===== src/rtl/rgb_led_arbiter_if.sv =====
// Bundle of the request/colour/brightness inputs and the grant/LED outputs
// exchanged between the status sources and the shared RGB LED arbiter.
interface rgb_led_arbiter_if #(
  parameter int NUM_REQ  = 4,
  parameter int PWM_BITS = 8
);
  // level requests and {R,G,B} colour per source, source i at [3i+2:3i]
  logic [NUM_REQ-1:0]   req;
  logic [3*NUM_REQ-1:0] color;
  // global PWM duty shared by every owner
  logic [PWM_BITS-1:0]  bright;

  // ownership report
  logic [NUM_REQ-1:0]   grant;
  logic [2:0]           active_idx;
  logic                 busy;

  // LED pin drives, active-high
  logic                 rled;
  logic                 gled;
  logic                 bled;

  // status sources side
  modport master (
    output req, color, bright,
    input  grant, active_idx, busy, rled, gled, bled
  );

  // arbiter side
  modport slave (
    input  req, color, bright,
    output grant, active_idx, busy, rled, gled, bled
  );
endinterface


===== src/rtl/rgb_led_arbiter.sv =====
// Shares the single RGB LED between NUM_REQ status sources.
// Round-robin arbitration, minimum dwell per owner when others are waiting,
// an optional dark gap between owners, and a global PWM brightness applied
// to the owner's colour latched at grant time.
module rgb_led_arbiter #(
  parameter int NUM_REQ      = 4,
  parameter int DWELL_CYCLES = 2000000,
  parameter int GAP_CYCLES   = 20000,
  parameter int PWM_BITS     = 8
) (
  input  logic               clk_2m,
  input  logic               combo_reset,
  rgb_led_arbiter_if.slave   bus
);

  // Owner/pointer indices are always 3 bits so that up to 8 sources fit and
  // every per-source table below is padded out to 8 entries.
  localparam int IDX_W   = 3;
  localparam int SLOTS   = 1 << IDX_W;
  localparam int SUM_W   = IDX_W + 1;

  // Counters are sized to hold their terminal value and never wrap.
  localparam int DWELL_W = (DWELL_CYCLES > 0) ? $clog2(DWELL_CYCLES + 1) : 1;
  localparam int GAP_W   = (GAP_CYCLES > 0) ? $clog2(GAP_CYCLES + 1) : 1;
  // gap_cnt value seen during the last dark cycle
  localparam int GAP_LAST = (GAP_CYCLES > 0) ? GAP_CYCLES - 1 : 0;

  typedef enum logic [1:0] {
    IDLE    = 2'd0,
    GRANTED = 2'd1,
    GAP     = 2'd2
  } state_t;

  state_t               state_reg, state_next;
  logic [IDX_W-1:0]     owner_reg, owner_next;
  logic [IDX_W-1:0]     ptr_reg, ptr_next;
  logic [2:0]           color_reg, color_next;
  logic [DWELL_W-1:0]   dwell_reg, dwell_next;
  logic [GAP_W-1:0]     gap_reg, gap_next;
  logic [PWM_BITS-1:0]  pwm_reg;
  logic [2:0]           led_reg;

  // Per-source tables padded to SLOTS entries; unused slots never request.
  logic [SLOTS-1:0]     req_pad;
  logic [2:0]           color_arr [SLOTS];

  // Round-robin candidates: cand_idx[k] is source (ptr+1+k) mod NUM_REQ.
  logic [IDX_W-1:0]     cand_idx [NUM_REQ];
  logic [NUM_REQ-1:0]   cand_req;

  logic                 win_found;
  logic [IDX_W-1:0]     win_idx;

  logic                 owner_req;
  logic                 others_req;
  logic [SLOTS-1:0]     owner_mask;
  logic [DWELL_W-1:0]   dwell_inc;
  logic                 dwell_done;
  logic                 gap_last;
  logic                 take;

  genvar gi;

  // Pad request and colour inputs to the full index range.
  generate
    for (gi = 0; gi < SLOTS; gi++) begin : g_pad
      if (gi < NUM_REQ) begin : g_used
        assign req_pad[gi]   = bus.req[gi];
        assign color_arr[gi] = bus.color[3*gi +: 3];
      end else begin : g_unused
        assign req_pad[gi]   = 1'b0;
        assign color_arr[gi] = 3'b000;
      end
    end
  endgenerate

  // Rotate the search order so it starts just after the last owner.
  generate
    for (gi = 0; gi < NUM_REQ; gi++) begin : g_cand
      logic [SUM_W-1:0] sum;
      assign sum = {1'b0, ptr_reg} + SUM_W'(gi + 1);
      // ptr < NUM_REQ, so a single conditional subtract gives the modulo
      assign cand_idx[gi] = (sum >= SUM_W'(NUM_REQ)) ? IDX_W'(sum - SUM_W'(NUM_REQ))
                                                     : sum[IDX_W-1:0];
      assign cand_req[gi] = req_pad[cand_idx[gi]];
    end
  endgenerate

  // Pick the first requesting candidate in round-robin order.
  always_comb begin
    win_found = 1'b0;
    win_idx   = '0;
    for (int k = NUM_REQ - 1; k >= 0; k--) begin
      if (cand_req[k]) begin
        win_found = 1'b1;
        win_idx   = cand_idx[k];
      end
    end
  end

  // Owner and competitor status plus counter terminal conditions.
  always_comb begin
    owner_mask = SLOTS'(1) << owner_reg;
    owner_req  = |(req_pad & owner_mask);
    others_req = |(req_pad & ~owner_mask);
    // dwell_inc is the count including the current cycle, so the owner is
    // released on the edge that completes DWELL_CYCLES cycles of ownership
    dwell_inc  = (dwell_reg >= DWELL_W'(DWELL_CYCLES)) ? dwell_reg
                                                       : dwell_reg + DWELL_W'(1);
    dwell_done = (dwell_inc >= DWELL_W'(DWELL_CYCLES));
    gap_last   = (gap_reg >= GAP_W'(GAP_LAST));
  end

  // Next-state logic: grant, release, preempt and gap timing.
  always_comb begin
    state_next = state_reg;
    owner_next = owner_reg;
    ptr_next   = ptr_reg;
    color_next = color_reg;
    dwell_next = dwell_reg;
    gap_next   = gap_reg;
    take       = 1'b0;

    unique case (state_reg)
      IDLE: begin
        take = win_found;
      end

      GRANTED: begin
        // an owner drop wins over a simultaneous dwell expiry; both release
        if (!owner_req || (dwell_done && others_req)) begin
          if (GAP_CYCLES > 0) begin
            state_next = GAP;
            gap_next   = '0;
          end else if (owner_req) begin
            // preempted with no gap: hand straight over to the next source
            take = 1'b1;
          end else begin
            state_next = IDLE;
          end
        end else begin
          dwell_next = dwell_inc;
        end
      end

      GAP: begin
        if (gap_last) begin
          if (win_found) begin
            take = 1'b1;
          end else begin
            state_next = IDLE;
          end
        end else begin
          gap_next = gap_reg + GAP_W'(1);
        end
      end

      default: begin
        state_next = IDLE;
      end
    endcase

    // every entry to GRANTED moves the pointer and latches the colour
    if (take) begin
      state_next = GRANTED;
      owner_next = win_idx;
      ptr_next   = win_idx;
      color_next = color_arr[win_idx];
      dwell_next = '0;
    end
  end

  // Arbitration state registers.
  always_ff @(posedge clk_2m or posedge combo_reset) begin
    if (combo_reset) begin
      state_reg <= IDLE;
      owner_reg <= '0;
      ptr_reg   <= IDX_W'(NUM_REQ - 1);
      color_reg <= 3'b000;
      dwell_reg <= '0;
      gap_reg   <= '0;
    end else begin
      state_reg <= state_next;
      owner_reg <= owner_next;
      ptr_reg   <= ptr_next;
      color_reg <= color_next;
      dwell_reg <= dwell_next;
      gap_reg   <= gap_next;
    end
  end

  // Free-running PWM counter.
  always_ff @(posedge clk_2m or posedge combo_reset) begin
    if (combo_reset) begin
      pwm_reg <= '0;
    end else begin
      pwm_reg <= pwm_reg + PWM_BITS'(1);
    end
  end

  // Registered LED drive: latched colour gated by the PWM duty while owned.
  always_ff @(posedge clk_2m or posedge combo_reset) begin
    if (combo_reset) begin
      led_reg <= 3'b000;
    end else if (state_reg == GRANTED) begin
      led_reg <= color_reg & {3{pwm_reg < bus.bright}};
    end else begin
      led_reg <= 3'b000;
    end
  end

  // One-hot grant decoded from the owner while in GRANTED.
  generate
    for (gi = 0; gi < NUM_REQ; gi++) begin : g_grant
      assign bus.grant[gi] = (state_reg == GRANTED) && (owner_reg == IDX_W'(gi));
    end
  endgenerate

  assign bus.busy       = (state_reg == GRANTED);
  assign bus.active_idx = owner_reg;
  assign bus.rled       = led_reg[2];
  assign bus.gled       = led_reg[1];
  assign bus.bled       = led_reg[0];

endmodule


===== src/flat_wrapper.sv =====
// flat-port wrapper written by rule: the top's interface ports become plain ports
module rgb_led_arbiter_flat 
#(
  parameter int NUM_REQ      = 4,
  parameter int DWELL_CYCLES = 2000000,
  parameter int GAP_CYCLES   = 20000,
  parameter int PWM_BITS     = 8
)
  (clk_2m, combo_reset, bus_req, bus_color, bus_bright, bus_grant, bus_active_idx, bus_busy, bus_rled, bus_gled, bus_bled);
  rgb_led_arbiter_if #(.NUM_REQ(NUM_REQ), .PWM_BITS(PWM_BITS)) bus_i ();
  input  logic clk_2m;
  input  logic combo_reset;
  input wire logic [$bits(bus_i.req)-1:0] bus_req;
  input wire logic [$bits(bus_i.color)-1:0] bus_color;
  input wire logic [$bits(bus_i.bright)-1:0] bus_bright;
  output wire logic [$bits(bus_i.grant)-1:0] bus_grant;
  output wire logic [$bits(bus_i.active_idx)-1:0] bus_active_idx;
  output wire logic [$bits(bus_i.busy)-1:0] bus_busy;
  output wire logic [$bits(bus_i.rled)-1:0] bus_rled;
  output wire logic [$bits(bus_i.gled)-1:0] bus_gled;
  output wire logic [$bits(bus_i.bled)-1:0] bus_bled;
  assign bus_i.req = bus_req;
  assign bus_i.color = bus_color;
  assign bus_i.bright = bus_bright;
  assign bus_grant = bus_i.grant;
  assign bus_active_idx = bus_i.active_idx;
  assign bus_busy = bus_i.busy;
  assign bus_rled = bus_i.rled;
  assign bus_gled = bus_i.gled;
  assign bus_bled = bus_i.bled;
  rgb_led_arbiter #(.NUM_REQ(NUM_REQ), .DWELL_CYCLES(DWELL_CYCLES), .GAP_CYCLES(GAP_CYCLES), .PWM_BITS(PWM_BITS)) u_core (.clk_2m(clk_2m), .combo_reset(combo_reset), .bus(bus_i));
endmodule

===== config.mk =====
export PLATFORM = sky130hd
export DESIGN_NAME = rgb_led_arbiter_flat
export DESIGN_NICKNAME = d
export VERILOG_FILES = /design/src/rtl/rgb_led_arbiter_if.sv /design/src/rtl/rgb_led_arbiter.sv /design/src/flat_wrapper.sv
export SDC_FILE = /design/constraint.sdc
export NUM_CORES = 1
export LEC_CHECK = 0
export ABC_AREA = 0
export CAP_MARGIN = 20
export CELL_PAD_IN_SITES_DETAIL_PLACEMENT = 2
export CELL_PAD_IN_SITES_GLOBAL_PLACEMENT = 2
export CORE_UTILIZATION = 35
export CTS_CLUSTER_SIZE = 24
export DETAILED_ROUTE_END_ITERATION = 10
export PLACE_DENSITY_LB_ADDON = 0.1
export SLEW_MARGIN = 20
export SYNTH_ARGS = -nofsm -noshare
export SYNTH_HDL_FRONTEND = slang
export SYNTH_SLANG_ARGS = --single-unit

===== constraint.sdc =====
create_clock -name clk_2m -period 4.05 [get_ports clk_2m]
set_input_delay 0.81 -clock clk_2m [delete_from_list [all_inputs] [get_ports clk_2m]]
set_output_delay 0.81 -clock clk_2m [all_outputs]
set_load 0.05 [all_outputs]

== Word-level counts from Yosys, hierarchy flattened ==
Cells that the tools add are included.
Word-level totals
  register bits: 58
  word-level logic and storage cells: 105
  output and inout port bits: 11
  input bits: 26
Operators by class
  bitwise operators: 5
  eq/ne operators: 12
  reduce and logical (&&, ||, !) cells: 16
  muxes and demuxes: 39
  shift-type cells: 1
  add/sub/neg operators: 11
  order comparisons: 13
Operators by type and width (number)
  21-bit two-way mux: 4
  21-bit greater-or-equal comparator (second input constant): 2
  3-bit two-way mux: 11
  15-bit two-way mux: 2
  15-bit one-hot mux with 2 select lines: 1
  21-bit by 1-bit adder with 21-bit output (second input constant): 1
  4-bit by 8-bit bitwise AND with 8-bit output: 2
  4-bit by 3-bit greater-or-equal comparator with 1-bit output (second input constant): 4
  3-bit by 4-bit < comparator with 1-bit output (second input constant): 4
  8-bit OR reduction: 2
  15-bit by 1-bit adder with 15-bit output (second input constant): 1
  15-bit greater-or-equal comparator (second input constant): 1
  1-bit binary-select mux with 3-bit select: 4
  3-bit subtractor (second input constant): 4
  1-bit two-way mux: 10
  3-bit binary-select mux with 3-bit select: 1
  3-bit by 2-bit adder with 4-bit output (second input constant): 2
  8-bit by 1-bit adder with 8-bit output (second input constant): 1
  8-bit < comparator: 1
  2-bit two-way mux: 4
  8-bit inverter: 1
  1-bit by 3-bit << shifter with 8-bit output (first input constant): 1
  3-bit by 2-bit == test with 1-bit output (second input constant): 2
  2-bit by 1-bit inequality test with 1-bit output (second input constant): 3
  22 further kinds: 28

== Depth between registers and ports, before layout ==
Gate-level depths: netlist of the first run.
  depth after elaboration: 14
  gate-level depth with buffers: 14
  mapped depth without buffers: 11

== Worst setup path after synthesis of the first run ==
OpenSTA, ideal clock, no wires.
  kind: reg-to-output
  start point: register u_core.state_reg[1]
  end point: output bus_grant[0]
  slack: 0.559 ns
  arrival: 2.681 ns
  data required time: 3.240 ns
  path buffers: 1
  cell stages (with the launch flop): 6
  path through: dfrtp_1 -> clkbuf_1 -> inv_1 -> ha_1 -> nor2b_1 -> nor3b_1
On the way
  longest elaborated chain between the ends: 2
RTL lines
  start: declaration: RTL line rgb_led_arbiter.sv:34  | state_t state_reg, state_next;
  start signal: assignment: RTL line rgb_led_arbiter.sv:183  | state_reg <= state_next;
  2-bit by 1-bit == test with 1-bit output
  named net bus_busy: RTL line flat_wrapper.sv:18  | output wire logic [$bits(bus_i.busy)-1:0] bus_busy;
  1-bit logical AND: RTL line rgb_led_arbiter.sv:215  | assign bus.grant[gi] = (state_reg == GRANTED) && (owner_reg == IDX_W'(gi));
  end: declaration: RTL line flat_wrapper.sv:16  | output wire logic [$bits(bus_i.grant)-1:0] bus_grant;
The timed path passes the listed nets, and every way through them passes these cells.

== Final worst setup path of the first run ==
  start point: register u_core.dwell_reg[15]
  end point: register u_core.gap_reg[12]
On the way
  longest elaborated chain between the ends: 7
  elaborated cells on any way between the ends: 8
  classes of those cells: add/sub (1); order compare (2); eq/ne (1); mux (1); reduce/logical (3)
RTL lines
  start: declaration: RTL line rgb_led_arbiter.sv:38  | logic [DWELL_W-1:0] dwell_reg, dwell_next;
  start signal: assignment: RTL line rgb_led_arbiter.sv:187  | dwell_reg <= dwell_next;
  21-bit by 1-bit adder with 21-bit output / 21-bit greater-or-equal comparator (equally long branches): RTL line rgb_led_arbiter.sv:109, rgb_led_arbiter.sv:108
  21-bit two-way mux *: RTL line rgb_led_arbiter.sv:108  | dwell_inc = (dwell_reg >= DWELL_W'(DWELL_CYCLES)) ? dwell_reg
  21-bit greater-or-equal comparator *: RTL line rgb_led_arbiter.sv:110  | dwell_done = (dwell_inc >= DWELL_W'(DWELL_CYCLES));
  1-bit logical AND *: RTL line rgb_led_arbiter.sv:131  | if (!owner_req || (dwell_done && others_req)) begin
  1-bit logical OR *: RTL line rgb_led_arbiter.sv:131
  2-bit by 1-bit inequality test with 1-bit output (no line) *
  3-bit AND reduction (no line) *
  end signal: assignment: RTL line rgb_led_arbiter.sv:188  | gap_reg <= gap_next;
  end: declaration: RTL line rgb_led_arbiter.sv:39  | logic [GAP_W-1:0] gap_reg, gap_next;
Mark *: on every way between the ends. The rest lies on a longest branch, timed or not.
A chain may end at the register's enable or synchronous reset.

==> results of run 1 <==
-- final timing paths --
check	start	endpoint	depth (start not counted)
setup / recovery	u_core.dwell_reg[15]$_DFFE_PP0P_	u_core.gap_reg[12]$_DFFE_PP0P_	9
min in group asynchronous	combo_reset	u_core.dwell_reg[16]$_DFFE_PP0P_	2
hold reg to reg	u_core.color_reg[1]$_DFFE_PP0P_	u_core.color_reg[1]$_DFFE_PP0P_	2
hold / removal	u_core.color_reg[1]$_DFFE_PP0P_	u_core.color_reg[1]$_DFFE_PP0P_	2
max in group asynchronous	combo_reset	u_core.ptr_reg[1]$_DFFE_PP1P_	3
setup reg to reg	u_core.dwell_reg[15]$_DFFE_PP0P_	u_core.gap_reg[12]$_DFFE_PP0P_	9
-- final cells by class --
cell class                 instances  area (sq um)  area share [%]
antenna                            1          2.50          0.0507
clock buffer                      11           243            4.92
clock inverter                     5          55.1            1.12
inverter                          21          78.8            1.60
multi-input combinational        360          2520            51.2
sequential                        57          1430            29.0
tap                              143           179            3.63
timing repair buffer              44           420            8.53
-- cell families (layout without fill, tap and decap cells) --
family | count (synthesis) | count (layout) | share of synthesized area (%)
AOI/OAI and AO/OA | 130 | 130 | 24.5
xor gates and xnor gates | 10 | 10 | 2.10
adders and majority gates | 16 | 16 | 4.80
buffers and inverters | 50 | 81 | 5.23
DFF | 57 | 57 | 34.3
muxes | 19 | 19 | 5.05
other | 0 | 1 | 0
and+or+nand+nor | 185 | 185 | 24.0
-- synthesized netlist by cell type, types with 7 or more instances --
master     n  area (sq um)
o21ai_0   15          75.1
a31oi_1    9          56.3
dfrtp_1   55          1380
o31ai_2    9           113
o21ai_1   17          85.1
nand2_1   48           180
nand3_1   33           165
mux2i_1   12           120
nor2_1    28           105
inv_1     21          78.8
o211ai_1  12          90.1
a21o_1    10          75.1
and3_1    10          62.6
nand2b_1   7          43.8
ha_1      16           200
xnor2_1    8          70.1
clkbuf_1  17          63.8
nand4_1    8          50.1
a21oi_1   11          55.1
buf_2      9          45.0
-- report_power, final --
group	internal, uW	switching, uW
logic	523	942
registers	654	120
clock network	490	282
-- worst reg2reg max path, delay by kind of cell, from the launching register on --
kind	cells	cell delay, ns
and+or+nand+nor	3	1.05
DFF	1	0.56
AOI/OAI and AO/OA	6	2.00
-- metal layers --
metal / vias to the layer above / share of wire (%)
li1: 1794 / -
met3: 28 / 2.6
met1: 1978 / 45
met5: - / 0
met2: 60 / 49
met4: 0 / 2.7
-- metrics by stage --
step                      hold WS [ns]  cell area [sq um]
after global routing             0.511               4930
after detailed placement         0.482               4630
final                            0.492               4930
after CTS                        0.495               4930
after global placement           0.457               4630
after floorplan                  0.442               4170
==> results.py, run 1 <==
metrics = {
    "run": {
        "drv_cap": 0,
    },
    "routing": {
        "remaining_drc_errors": 4,
        "dr.pass1.iters": 10,
        "drtAntennaViolNets": 0,
        "vias_per_cell": 6.01,
        "route.vias.total": 3860,
        "drt_iter0_drc": 193,
        "avgRoutedWirePerCell_um": 20.4,
        "wl_mm": 13.1,
    },
    "yosys": {
        "synth.yosys.seq_area_share_pct": 34.3,
        "syn_nets": 509,
        "async_flop_share_pct": 100,
        "synth_warnings": 0,
        "synth-edff-count": 0,
        "synthesis.area_sq_mm": 0.00417,
        "synth.ff_latch_count": 57,
        "synth_cells": 467,
        "ys_types": 71,
        "avgSynthCellArea_sq_um": 8.92,
        "synth_flop_cell": "dfrtp_1",
    },
    "clocking": {
        "hold_buffers": 0,
        "clock-sinks": 57,
        "root_buffer": "clkbuf_16",
        "cts-buffers-inserted": 9,
        "cts_resized": 0,
        "clock_latency_ns": 0.34,
        "cts_tree": "yes",
        "htree_levels": 3,
        "path_clk_slew_ns": 0.05,
        "cts_buffer_depth": 2,
        "post_cts_buffers": 0,
    },
    "pwr": {
        "p_leak_uw": 0.00207,
        "totalPowerFinal_uw": 3010,
        "power_density_mw_per_mm2": 611,
        "vdd_drop_max_mv": 0.239,
    },
    "worst_setup_path": {
        "rrSetupSlack_ns": 0.33,
        "crit_chain": "nor3b_1 > o211ai_2 > a21oi_1 > o21a_1 > o221ai_2 > o311ai_4 > nand4b_4 > or2_4 > o41ai_1",
        "start_kind": "flop",
        "end_kind": "flop",
        "critPathMaxFanout": 16,
        "path_class": "reg2reg",
        "cp_data_required_time_ns": 4.28,
        "path_buf_inv": 0,
        "cp_slowest_cell": "a21oi_1",
        "critPathMaxStageDelay_ns": 0.69,
        "worst_path_dominant_cell_family": "compound AO/OA/AOI/OAI gates",
        "cp.arrival_ns": 3.95,
    },
    "timing": {
        "drv_slew": 0,
        "worst_pin_slew_ns": 0.906,
        "period_minus_slack_ns": 3.72,
        "grt_setup_unrepaired": "false",
        "finalSetupViolations": 0,
        "max_freq_mhz": 269,
        "hold_viol_final": 0,
        "slew_headroom_pct": 39.3,
        "finalSetupTns_ns": 0,
        "finalCritPeriodShare_pct": 91.8,
        "finalWorstSetupSlack_ns": 0.332,
        "fin_skew_ns": 0.00782,
    },
    "floorplanning": {
        "io_pins": 37,
        "start_util_pct": 36.2,
        "core_area_sq_mm": 0.0115,
        "fp.dieW_um": 111,
        "rows": 39,
        "die_area_sq_mm": 0.0123,
        "chipHeight_um": 111,
    },
    "global_route": {
        "grt.total_usage_pct": 22.8,
        "grt_pass1_vias": 4252,
        "grt_start_max_net_pins": 30,
        "grt_pass1_wl_mm": 22.1,
        "use_met3_pct": 3.55,
        "top_usage_layer": "met2",
        "use_met2_pct": 38.9,
        "met1_usage_pct": 28.0,
        "antenna_found_initial": 1,
        "grt_overflow_total": 0,
    },
    "layout": {
        "n_fill_cell": 1285,
        "largest_register_ffs": 21,
        "fin_cells": 642,
        "final_nets": 535,
        "final_common_cell": "dfrtp_1",
        "drive_gt1_share_pct": 12.0,
        "final_util_pct": 42.8,
        "layout-area-overhead-vs-synth_pct": 18.3,
        "final_cell_mix": "55 x dfrtp_1, 48 x nand2_1, 36 x clkdlybuf4s50_1",
    },
    "status": {
        "status": "finished with violations",
        "violations": "design-rule violations",
    },
    "place": {
        "dp_hpwl_mm": 9.47,
        "place_inst": 625,
        "gp_congestion": 0.774,
        "dpl_worst_slack_ns": 0.434,
        "portBuffers": 36,
    },
    "min_path": {
        "hold_path.class": "reg2reg",
    },
}
No activity file was read; power rests on OpenSTA's default activity.
==> inputs of run 2 (changes only) <==
--- a/config.mk
+++ b/config.mk
@@ -13,6 +13,7 @@
 export CTS_CLUSTER_SIZE = 24
 export DETAILED_ROUTE_END_ITERATION = 10
 export PLACE_DENSITY_LB_ADDON = 0.1
+export RECOVER_POWER = 100
 export SLEW_MARGIN = 20
 export SYNTH_ARGS = -nofsm -noshare
 export SYNTH_HDL_FRONTEND = slang
==> run 2 against run 1 <==
Compared with the run above: the flow finishes with violations (design-rule violations, max-capacitance violations, max-slew violations); clock power about the same; global-route usage unchanged; maximum frequency decreased by 1.8%; register-to-register slack got worse by 0.07 ns; sequential share of layout area grew 0.33 points; critical path depth did not move; final cell count stayed put; worst setup slack got worse by 0.069 ns; largest cell class unchanged; combinational power is 3% lower; utilization is 0.49 points lower.
==> results.py, run 2 (synthesis results as in run 1) <==
metrics = {
    "status": {
        "status": "finished with violations",
        "violations": "design-rule violations, max-capacitance violations, max-slew violations",
    },
    "clocking": {
        "clock_latency_ns": 0.34,
        "post_cts_buffers": 0,
        "cts_resized": 0,
        "cts_tree": "yes",
        "htree_levels": 3,
        "root_buffer": "clkbuf_16",
        "cts-buffers-inserted": 9,
        "clock-sinks": 57,
        "hold_buffers": 0,
        "path_clk_slew_ns": 0.06,
        "cts_buffer_depth": 2,
    },
    "worst_setup_path": {
        "crit_end": "u_core.dwell_reg[14]$_DFFE_PP0P_",
        "end_kind": "flop",
        "cp-startpoint": "u_core.dwell_reg[7]$_DFFE_PP0P_",
        "path_class": "reg2reg",
        "rrSetupSlack_ns": 0.26,
        "critPathMaxFanout": 13,
        "reg2reg_depth": 9,
        "start_kind": "flop",
        "cp_data_required_time_ns": 4.27,
        "r2r_end": "u_core.dwell_reg[14]$_DFFE_PP0P_",
        "cp.arrival_ns": 4.01,
        "reg2reg_from": "u_core.dwell_reg[7]$_DFFE_PP0P_",
    },
    "run": {
        "drv_cap": 1,
    },
    "global_route": {
        "grt_overflow_total": 0,
        "grt.total_usage_pct": 22.8,
        "grt_pass1_wl_mm": 22.1,
        "grt_start_max_net_pins": 30,
        "grt_pass1_vias": 4252,
        "antenna_found_initial": 1,
    },
    "place": {
        "gp_congestion": 0.774,
        "portBuffers": 36,
        "dp_hpwl_mm": 9.47,
        "place_area_sq_mm": 0.00463,
    },
    "timing": {
        "grt_setup_unrepaired": "false",
        "slew_headroom_pct": -5.26,
        "drv_slew": 30,
        "finalSetupViolations": 0,
        "finalCritPeriodShare_pct": 93.5,
        "max_freq_mhz": 264,
        "worst_pin_slew_ns": 1.58,
        "fin_skew_ns": 0.00795,
        "period_minus_slack_ns": 3.79,
        "finalSetupTns_ns": 0,
        "hold_viol_final": 0,
    },
    "routing": {
        "avgRoutedWirePerCell_um": 20.4,
        "drt_iter0_drc": 209,
        "route.vias.total": 3869,
        "dr.pass1.iters": 7,
        "wl_mm": 13.1,
        "remaining_drc_errors": 4,
        "vias_per_cell": 6.03,
        "drtAntennaViolNets": 0,
    },
    "min_path": {
        "hold_path.class": "reg2reg",
        "min_from": "u_core.color_reg[1]$_DFFE_PP0P_",
    },
    "layout": {
        "final_nets": 535,
        "final_cell_mix": "55 x dfrtp_1, 48 x nand2_1, 33 x nand3_1",
        "drive_gt1_share_pct": 9.64,
        "layout-area-overhead-vs-synth_pct": 17.0,
        "final_common_cell": "dfrtp_1",
        "largest_register_ffs": 21,
        "fin_area_sq_mm": 0.00487,
    },
    "floorplanning": {
        "fp.dieW_um": 111,
        "chipHeight_um": 111,
        "rows": 39,
        "start_util_pct": 36.2,
        "core_area_sq_mm": 0.0115,
        "die_area_sq_mm": 0.0123,
        "io_pins": 37,
    },
    "pwr": {
        "power_frac_comb_pct": 48.1,
        "p_seq_share_pct": 25.9,
        "clkPwrFrac_pct": 26.0,
        "switchingPower_uw": 1330,
        "switching_share_pct": 44.7,
        "power_density_mw_per_mm2": 611,
        "internal_power_uw": 1650,
        "p_leak_uw": 0.00207,
        "vdd_drop_max_mv": 0.235,
    },
}
run 2: cell types whose count changed in the layout (fill, tap and decap cells not counted), sizes merged:
cell,change
buf,-2
clkbuf,+2
clkdlybuf4s50,-12
dlygate4sd3,+12
run 2: power by group through the flow:
stage	logic [uW]	registers, uW	clock network [uW]
floorplan	1000	784	0
global placement	1420	774	0
detailed placement	1460	782	0
CTS	1480	773	797
global route	1560	786	813
finish	1430	771	775
run 2: worst min-delay path by stage:
stage	end	slack, ns	depth (start not counted)
after floorplan	u_core.color_reg[0]$_DFFE_PP0P_	0.44	2
after global placement	u_core.color_reg[1]$_DFFE_PP0P_	0.46	2
after detailed placement	u_core.color_reg[1]$_DFFE_PP0P_	0.48	2
after CTS	u_core.color_reg[1]$_DFFE_PP0P_	0.50	2
after global routing	u_core.led_reg[1]$_DFF_PP0_	0.52	1
final	u_core.color_reg[1]$_DFFE_PP0P_	0.49	2
run 2: stage by stage:
step	hold slack, ns	setup WS, ns	std cells	power [uW]	util (%)
after floorplan	0.442	0.559	467	1790	-
after global placement	0.457	0.563	625	2190	40.2
after detailed placement	0.482	0.434	625	2250	40.2
after CTS	0.495	0.372	641	3050	42.8
after global routing	0.517	0.115	641	3160	42.3
final	0.494	0.263	642	2980	42.3
run 2: final cells by class:
| class | count | area [sq um] |
|---|---|---|
| fillers | 1289 | 6640 |
| multi-input cells | 360 | 2470 |
| flip-flops and latches | 57 | 1430 |
| repair buffers | 44 | 413 |
| clock buffers | 11 | 243 |
| well taps | 143 | 179 |
| inverters | 21 | 78.8 |
| clock inverters | 5 | 55.1 |
| diodes | 1 | 2.50 |
run 2: worst max-delay path, cell delays in order, from the launching register on:
cell and delay [ns]:
dfrtp_1 0.46, or4_1 0.57, o211ai_2 0.25, a21oi_2 0.22, or4_4 0.57, a22oi_1 0.40, or2_0 0.26, a221o_1 0.31
nand3_1 0.27, o311ai_0 0.37
run 2: metal layers:
| layer | up-vias | track usage, % | share of wire [%] |
|---|---|---|---|
| li1 | 1800 | - | - |
| met1 | 1994 | 28.0 | 45 |
| met2 | 54 | 38.9 | 50 |
| met3 | 21 | 3.55 | 2.5 |
| met4 | 0 | 11.4 | 2.3 |
| met5 | - | 0 | 0 |
==> inputs of run 3 (changes only) <==
--- a/config.mk
+++ b/config.mk
@@ -10,6 +10,7 @@
 export CELL_PAD_IN_SITES_DETAIL_PLACEMENT = 2
 export CELL_PAD_IN_SITES_GLOBAL_PLACEMENT = 2
 export CORE_UTILIZATION = 35
+export CTS_CLUSTER_DIAMETER = 40
 export CTS_CLUSTER_SIZE = 24
 export DETAILED_ROUTE_END_ITERATION = 10
 export PLACE_DENSITY_LB_ADDON = 0.1
==> constraint.sdc (replaced) <==
create_clock -name clk_2m -period 3.5 [get_ports clk_2m]
set_input_delay 0.7 -clock clk_2m [delete_from_list [all_inputs] [get_ports clk_2m]]
set_output_delay 0.7 -clock clk_2m [all_outputs]
set_load 0.05 [all_outputs]
==> run 3 against run 2 <==
Compared with the run above: final cell count increased by 3.7%; sequential share of layout area decreased by 1.1 points; the flow finishes with violations (design-rule violations); clock skew hardly changed; routed wire length fell by 0.68%; largest cell class unchanged; worst setup slack worse by 0.099 ns; utilization up 1.6 points; sequential cell count unchanged; clock power increased by 3.1%; cell area increased by 3.9%; non-clock buffer count up 25.
==> results.py, run 3 (synthesis results as in run 1) <==
metrics = {
    "status": {
        "status": "finished with violations",
        "violations": "design-rule violations",
    },
    "worst_setup_path": {
        "path_class": "reg2reg",
        "cp_data_required_time_ns": 3.77,
        "critPathMaxFanout": 13,
        "cpMostUsedCell": "or4_1",
        "cp.arrival_ns": 3.60,
        "crit_cells": 10,
        "worst_path_dominant_cell_family": "simple AND/OR/NAND/NOR gates",
        "start_kind": "flop",
        "path_buf_inv": 1,
        "crit_chain": "or4_1 > o211ai_2 > a21oi_2 > or4_1 > a22oi_4 > o211a_1 > nor2_1 > buf_4 > or4_1 > nand3_1",
        "rrSetupSlack_ns": 0.16,
        "end_kind": "flop",
        "cp_slowest_cell": "or4_1",
        "reg2reg_depth": 10,
        "critPathMaxStageDelay_ns": 0.62,
    },
    "layout": {
        "n_fill_cell": 1286,
        "drive_gt1_share_pct": 15.3,
        "final_util_pct": 44.0,
        "antenna_cells": 0,
        "layout-area-overhead-vs-synth_pct": 21.5,
        "final_nets": 560,
        "final_common_cell": "dfrtp_1",
        "fin_cells": 666,
        "final_cell_mix": "55 x dfrtp_1, 48 x nand2_1, 33 x nand3_1",
        "largest_register_ffs": 21,
    },
    "floorplanning": {
        "rows": 39,
        "core_area_sq_mm": 0.0115,
        "chipHeight_um": 111,
        "die_area_sq_mm": 0.0123,
        "start_util_pct": 36.2,
        "io_pins": 37,
        "fp.dieW_um": 111,
    },
    "clocking": {
        "root_buffer": "clkbuf_16",
        "hold_buffers": 0,
        "clock-sinks": 57,
        "htree_levels": 3,
        "post_cts_buffers": 0,
        "cts_tree": "yes",
        "clock_latency_ns": 0.34,
        "cts-buffers-inserted": 9,
        "cts_resized": 0,
        "path_clk_slew_ns": 0.05,
        "cts_buffer_depth": 2,
    },
    "timing": {
        "finalSetupViolations": 0,
        "drv_slew": 0,
        "max_freq_mhz": 300,
        "period_minus_slack_ns": 3.34,
        "finalCritPeriodShare_pct": 95.3,
        "slew_headroom_pct": 25.4,
        "finalSetupTns_ns": 0,
        "hold_viol_final": 0,
        "fin_skew_ns": 0.00788,
        "worst_pin_slew_ns": 1.12,
        "grt_setup_unrepaired": "false",
    },
    "pwr": {
        "vdd_drop_max_mv": 0.304,
        "p_seq_share_pct": 24.3,
        "switching_share_pct": 44.4,
        "clkPwrFrac_pct": 23.0,
        "switchingPower_uw": 1540,
        "p_leak_uw": 0.00221,
        "totalPowerFinal_uw": 3470,
        "power_frac_comb_pct": 52.7,
        "internal_power_uw": 1930,
        "power_density_mw_per_mm2": 685,
    },
    "min_path": {
        "hold_path.class": "reg2reg",
        "whs_path_depth": 1,
    },
    "global_route": {
        "grt_pass1_wl_mm": 22.2,
        "grt_start_max_net_pins": 29,
        "grt_pass1_vias": 4300,
        "antenna_found_initial": 0,
        "grt.total_usage_pct": 22.7,
        "grt_overflow_total": 0,
    },
    "place": {
        "portBuffers": 36,
        "gp_congestion": 0.819,
        "dp_hpwl_mm": 9.90,
        "place_inst": 650,
    },
    "routing": {
        "drtAntennaViolNets": 0,
        "wl_mm": 13.0,
        "route.vias.total": 3918,
        "avgRoutedWirePerCell_um": 19.5,
        "dr.pass1.iters": 7,
        "remaining_drc_errors": 2,
        "drt_iter0_drc": 151,
        "vias_per_cell": 5.88,
    },
    "run": {
        "drv_cap": 0,
    },
}
==> run 3: worst register-to-register path: stages, from the launching register on <==
cell      delay, ns
dfrtp_1        0.37
or4_1          0.54
o211ai_2       0.27
a21oi_2        0.23
or4_1          0.62
a22oi_4        0.19
o211a_1        0.20
nor2_1         0.07
buf_4          0.17
or4_1          0.52
nand3_1        0.10
==> run 3: worst paths after layout <==
kind	start	endpoint
worst max-delay path	u_core.dwell_reg[7]$_DFFE_PP0P_	u_core.dwell_reg[6]$_DFFE_PP0P_
worst min-delay path	u_core.pwm_reg[7]$_DFF_PP0_	u_core.pwm_reg[7]$_DFF_PP0_
worst max register to register	u_core.dwell_reg[7]$_DFFE_PP0P_	u_core.dwell_reg[6]$_DFFE_PP0P_
worst min register to register	u_core.pwm_reg[7]$_DFF_PP0_	u_core.pwm_reg[7]$_DFF_PP0_
max in group asynchronous	combo_reset	u_core.dwell_reg[12]$_DFFE_PP0P_
min in group asynchronous	combo_reset	u_core.dwell_reg[19]$_DFFE_PP0P_
==> run 3: power by group through the flow <==
stage,Sequential (uW),Combinational (uW),Clock (uW)
6_report,843,1830,799
5_1_grt,855,2000,845
4_1_cts,843,1910,819
3_5_place_dp,854,1890,0
3_3_place_gp,847,1830,0
2_1_floorplan,907,1160,0
==> run 3: metrics by stage <==
stage	hold WS [ns]	worst slack [ns]	area [sq um]
after floorplan	0.442	0.119	4170
after global placement	0.464	0.300	4820
after detailed placement	0.476	0.215	4820
after CTS	0.487	0.197	5080
after global routing	0.506	0.0132	5060
final	0.480	0.164	5060
==> run 3: final cells by class <==
type	instances	area (sq um)	area share (%)
tap	143	179	3.53
timing repair buffer	69	589	11.6
multi-input combinational	360	2520	49.8
sequential	57	1430	28.2
clock buffer	12	246	4.87
clock inverter	4	20.0	0.395
inverter	21	78.8	1.56
==> run 3: metal layers <==
layer | up-vias | part of all wire (%) | track usage, %
met5 | - | 0 | 0
met4 | 0 | 1.8 | 8.11
met3 | 13 | 1.8 | 3.44
met2 | 40 | 50 | 39.3
met1 | 2014 | 47 | 28.7
li1 | 1851 | - | -
